[src/rtl/countdown_controller.sv]
// ---------------------------------------------------------------------------
// countdown_controller
//   Traffic-light controller for a highway / country-road intersection.
//   The highway holds green by default. A country-road car sensor requests a
//   crossing, which is granted only once the highway has been green for at
//   least T ticks. A prescaler divides clk into a one-cycle tick every
//   CLK_FREQ cycles, and all phase timing is counted in those ticks.
//
// Parameters
//   CLK_FREQ    clk cycles per tick (>= 1)
//   COUNT_BITS  width of current_count (must hold max(T,t)-1)
//   T           green duration in ticks (>= 1)
//   t           yellow duration in ticks (>= 1)
//
// Ports
//   clk            in   system clock, rising edge
//   rst            in   asynchronous active-low reset
//   car            in   country-road car present (level, clk-synchronous)
//   current_count  out  ticks remaining in current phase minus 1
//   highway_gry    out  highway lamps, one-hot {green, red, yellow}
//   country_gry    out  country lamps, one-hot {green, red, yellow}
// ---------------------------------------------------------------------------
module countdown_controller #(
    parameter int unsigned CLK_FREQ   = 100_000,
    parameter int unsigned COUNT_BITS = 4,
    parameter int unsigned T          = 10,
    parameter int unsigned t          = 3
) (
    input  logic                  clk,
    input  logic                  rst,
    input  logic                  car,
    output logic [COUNT_BITS-1:0] current_count,
    output logic [2:0]            highway_gry,
    output logic [2:0]            country_gry
);

    // A 1-bit prescaler is kept when CLK_FREQ == 1; it simply stays at 0.
    localparam int unsigned PRESC_W = (CLK_FREQ > 1) ? $clog2(CLK_FREQ) : 1;

    localparam logic [2:0] LAMP_GREEN  = 3'b100;
    localparam logic [2:0] LAMP_RED    = 3'b010;
    localparam logic [2:0] LAMP_YELLOW = 3'b001;

    localparam logic [COUNT_BITS-1:0] GREEN_LOAD  = COUNT_BITS'(T - 1);
    localparam logic [COUNT_BITS-1:0] YELLOW_LOAD = COUNT_BITS'(t - 1);

    typedef enum logic [1:0] {
        S_HG = 2'd0,
        S_HY = 2'd1,
        S_CG = 2'd2,
        S_CY = 2'd3
    } state_t;

    logic [PRESC_W-1:0]    r_presc;
    logic [PRESC_W-1:0]    w_presc_nxt;
    logic                  w_tick;

    state_t                r_state;
    state_t                w_state_nxt;
    logic [COUNT_BITS-1:0] r_count;
    logic [COUNT_BITS-1:0] w_count_nxt;
    logic [2:0]            r_highway_gry;
    logic [2:0]            r_country_gry;
    logic [2:0]            w_highway_nxt;
    logic [2:0]            w_country_nxt;

    // Prescaler: counts 0..CLK_FREQ-1, tick on the terminal value.
    assign w_tick      = (r_presc == PRESC_W'(CLK_FREQ - 1));
    assign w_presc_nxt = w_tick ? '0 : (r_presc + PRESC_W'(1));

    // State, countdown and lamp registers.
    always_ff @(posedge clk or negedge rst) begin
        if (!rst) begin
            r_presc       <= '0;
            r_state       <= S_HG;
            r_count       <= GREEN_LOAD;
            r_highway_gry <= LAMP_GREEN;
            r_country_gry <= LAMP_RED;
        end else begin
            r_presc       <= w_presc_nxt;
            r_state       <= w_state_nxt;
            r_count       <= w_count_nxt;
            r_highway_gry <= w_highway_nxt;
            r_country_gry <= w_country_nxt;
        end
    end

    // Next state and countdown; everything holds on non-tick cycles.
    always_comb begin
        w_state_nxt = r_state;
        w_count_nxt = r_count;
        if (w_tick) begin
            if (r_count != '0) begin
                w_count_nxt = r_count - COUNT_BITS'(1);
            end else begin
                unique case (r_state)
                    // Highway stays green at count 0 until a car is seen on a tick.
                    S_HG: begin
                        if (car) begin
                            w_state_nxt = S_HY;
                            w_count_nxt = YELLOW_LOAD;
                        end
                    end
                    S_HY: begin
                        w_state_nxt = S_CG;
                        w_count_nxt = GREEN_LOAD;
                    end
                    S_CG: begin
                        w_state_nxt = S_CY;
                        w_count_nxt = YELLOW_LOAD;
                    end
                    S_CY: begin
                        w_state_nxt = S_HG;
                        w_count_nxt = GREEN_LOAD;
                    end
                    default: begin
                        w_state_nxt = S_HG;
                        w_count_nxt = GREEN_LOAD;
                    end
                endcase
            end
        end
    end

    // Lamp decode of the next state, so the lamp registers always track r_state.
    always_comb begin
        w_highway_nxt = LAMP_RED;
        w_country_nxt = LAMP_RED;
        unique case (w_state_nxt)
            S_HG:    w_highway_nxt = LAMP_GREEN;
            S_HY:    w_highway_nxt = LAMP_YELLOW;
            S_CG:    w_country_nxt = LAMP_GREEN;
            S_CY:    w_country_nxt = LAMP_YELLOW;
            default: w_highway_nxt = LAMP_RED;
        endcase
    end

    assign current_count = r_count;
    assign highway_gry   = r_highway_gry;
    assign country_gry   = r_country_gry;

endmodule

[config.mk]
export PLATFORM = sky130hd
export DESIGN_NAME = countdown_controller
export DESIGN_NICKNAME = d
export VERILOG_FILES = /design/src/rtl/countdown_controller.sv
export SDC_FILE = /design/constraint.sdc
export NUM_CORES = 1
export LEC_CHECK = 0
export ABC_AREA = 1
export CAP_MARGIN = 20
export CELL_PAD_IN_SITES_DETAIL_PLACEMENT = 2
export CELL_PAD_IN_SITES_GLOBAL_PLACEMENT = 2
export CORE_AREA = 3 3 75 77
export CTS_CLUSTER_SIZE = 24
export DETAILED_ROUTE_END_ITERATION = 6
export DIE_AREA = 0 0 78 80
export GPL_TIMING_DRIVEN = 0
export PLACE_DENSITY_LB_ADDON = 0.2
export SKIP_LAST_GASP = 1
export SYNTH_ARGS = -nofsm -noshare
export SYNTH_HDL_FRONTEND = slang
export SYNTH_SLANG_ARGS = --single-unit
[constraint.sdc]
create_clock -name clk -period 1.8 [get_ports clk]
set_input_delay 0.18 -clock clk [delete_from_list [all_inputs] [get_ports clk]]
set_output_delay 0.18 -clock clk [all_outputs]
set_load 0.05 [all_outputs]
==> impl_metrics.toml <==
[run_status]
status = "finished clean"

[critical_path]
worst_ep_arrival_time_ns = 1.50
path_delay_family = "buffers and inverters"
critical_path_required_ns = 1.62
worst_path_largest_cell_delay_ns = 0.82
setup.worst_path.end_class = "primary output"
worstPathCellList = "clkdlybuf4s50_1"
cp_slowest_cell = "clkdlybuf4s50_1"
cp_max_fo = 4
crit_buf_inv = 1
startpoint_type = "flop"
worstSetupPathType = "reg2out"

[power_and_ir_drop]
seqPwrFrac_pct = 59.3
power_frac_clock_pct = 38.3
cellPowerDensity_nw_per_um2 = 544.5
power_switching_uw = 224.5
vdd_drop_max_uv = 212.2
internal_power_uw = 835.5
power_switching_share_pct = 21.18
leakagePower_nw = 1.030
combPwrFrac_pct = 2.3
power_mw = 1.060

[routing]
top_layer_used = "met4"
wl_per_cell_um = 14.12
wl_met2_um = 2285
drcViolationCount = 0
dr_total_vias = 1459
post_drt_via_cell_ratio = 4.768
totalWireLength_um = 4322
antenna_left = 0
wl_met3_um = 75
drt_pass1_iterations = 3
drt_iter0_drc = 23
drt-met1-wl_um = 1901

[timing]
setup_violations = 0
finClkSkew_ns = 0.006441
post-route-period-util_pct = 93.42
hold_viol = 0
grt_setup_unrepaired = "no"
worst_slew_pin_slew_ns = 0.8201
relSlewSlack_pct = 45.16
fmax_ghz = 0.5947
whs_ns = 0.3601
min_period_ns = 1.681
drv_slew = 0
finalSetupTns_ns = 0

[layout]
antennaDiodeCount = 0
drive_above_1_share_pct = 12.29
area_growth_pct = 18.42
fillCellCount = 643
utilization_pct = 38.36
finalNonFillerCells = 306
fin_nets = 247

[floorplanning]
chipHeight_um = 80
core-area_um2 = 5075
die_w_um = 78
die_area_um2 = 6240
start_util_pct = 32.40
ioPinCount = 13
rows = 26

[clocking]
cts_setup_buffers = 0
cts.clk_slew.worst_paths_ns = 0.10
cts_buffers = 3
hold_buffers = 0
cts_max_path_buffers = 2
clkSinkCount = 28
clock_latency_ns = 0.28
cts_tree = "built"
cts_htree_levels = 1
cts_root_buffer = "clkbuf_8"

[synth]
syn-cell-area_um2 = 1644
synth.avg_cell_area_um2 = 7.507
yosys.cell_types.count = 23
synth.top_cell.area_share_pct = 36.53
syn_nets = 229
ys_ff_latch = 28
synth-seq-area-share_pct = 42.92
synthTopCellsByArea = "dfrtp_1 (37%), nand2_1 (11%), inv_1 (7.8%)"
synth_area_leader_cell = "dfrtp_1"
syn_inst = 219
yosysWarningCount = 0

[global_routing]
grt_antenna_before_repair = 0
grt.total_usage_pct = 16.13
overflow = 0
grt_max_degree = 16
grt_pass1_wl_um = 7893
grt_pass1_vias = 1644

[place]
dp.cells = 302
portBuffers = 12
gp_congestion = 0.8025
dp_hpwl_um = 3313

[job]
drv_cap = 0

[hold_path]
min-delay-path-class = "in2async"
-- registers in the layout (all words and copies together), names as in the netlist --
register	count
r_state	2
country_gry	3
current_count	4
r_presc	17
highway_gry	2
-- final timing paths --
kind,start,endpoint,slack (ns),cells past startpoint
worst max-delay path,current_count[1],current_count[1],0.12,1
worst min-delay path,rst,country_gry[0],0.36,1
worst max register to register,r_presc[0],highway_gry[0],0.20,10
worst min register to register,r_presc[0],r_presc[0],0.47,1
max in group asynchronous,rst,current_count[3],0.81,2
min in group clk,r_presc[0],r_presc[0],0.47,1
-- cell usage in the layout, fill, tap and decap left out, types with 5 or more instances in the layout --
master / instances
a21oi_1: 6
nor2_1: 32
inv_2: 5
nand4_1: 5
xor2_1: 5
nand2_1: 47
o21ai_1: 6
dfrtp_1: 24
ha_1: 6
inv_1: 34
clkdlybuf4s50_1: 6
o21ai_0: 6
nand3_1: 14
nor3_1: 9
-- through the flow --
step	cell area (um^2)	setup WS (ns)
3_5_place_dp	1879	0.06245
4_1_cts	1929	0.008579
3_3_place_gp	1852	-0.01812
6_report	1947	0.1185
5_1_grt	1947	0.0004812
2_1_floorplan	1644	0.1075
-- kinds of logic after synthesis --
group | Yosys count | share of synthesized area [%]
flip-flops | 28 | 42.92
AO/OA/AOI/OAI | 18 | 5.479
XOR/XNOR | 6 | 3.196
AND/OR/NAND/NOR | 119 | 33.18
buffers and inverters | 41 | 9.894
adder cells (fa/ha/maj) | 7 | 5.327
-- final cells by class --
class                           count  area [um^2]  share of cell area, %
Timing Repair Buffer               13        147.6                  7.584
Clock buffer                        4        55.05                  2.828
Multi-Input combinational cell    150        788.3                  40.49
Sequential cell                    28        705.7                  36.25
Inverter                           40        155.1                  7.969
Buffer                              1        7.507                 0.3856
Tap cell                           70        87.58                  4.499
-- power groups by stage --
stage                     sequential (mW)  combinational, mW  clock (mW)
final                               0.629             0.0244       0.406
after global routing                0.629             0.0277       0.449
after CTS                           0.629             0.0262       0.424
after detailed placement            0.641             0.0261           0
after global placement              0.641             0.0184           0
after floorplan                     0.641          0.0000344           0
-- metal layers --
metal,vias to the layer above,global-route usage (%)
li1,718,-
met4,0,4.196
met3,5,1.806
met1,726,19.50
met5,-,0
met2,10,30.22
-- cell usage after synthesis (all sizes together) --
cell type and n:
a21oi 6, buf 1, clkinv 1, dfrtp 24, dfstp 4, ha 7, inv 39, nand2 52
nand3 16, nand4 5, nor2 36, nor3 9, o21ai 12, or2 1, xnor2 1, xor2 5
-- what timing repair did --
action / CTS / global route
hold endpoints to repair: 0 / 0
pin swaps: 0 / 0
gates resized for setup: 4 / 6
endpoints found under the setup margin: 4 / 8
gates cloned: 0 / 0
(Power assumes the default switching activity.)
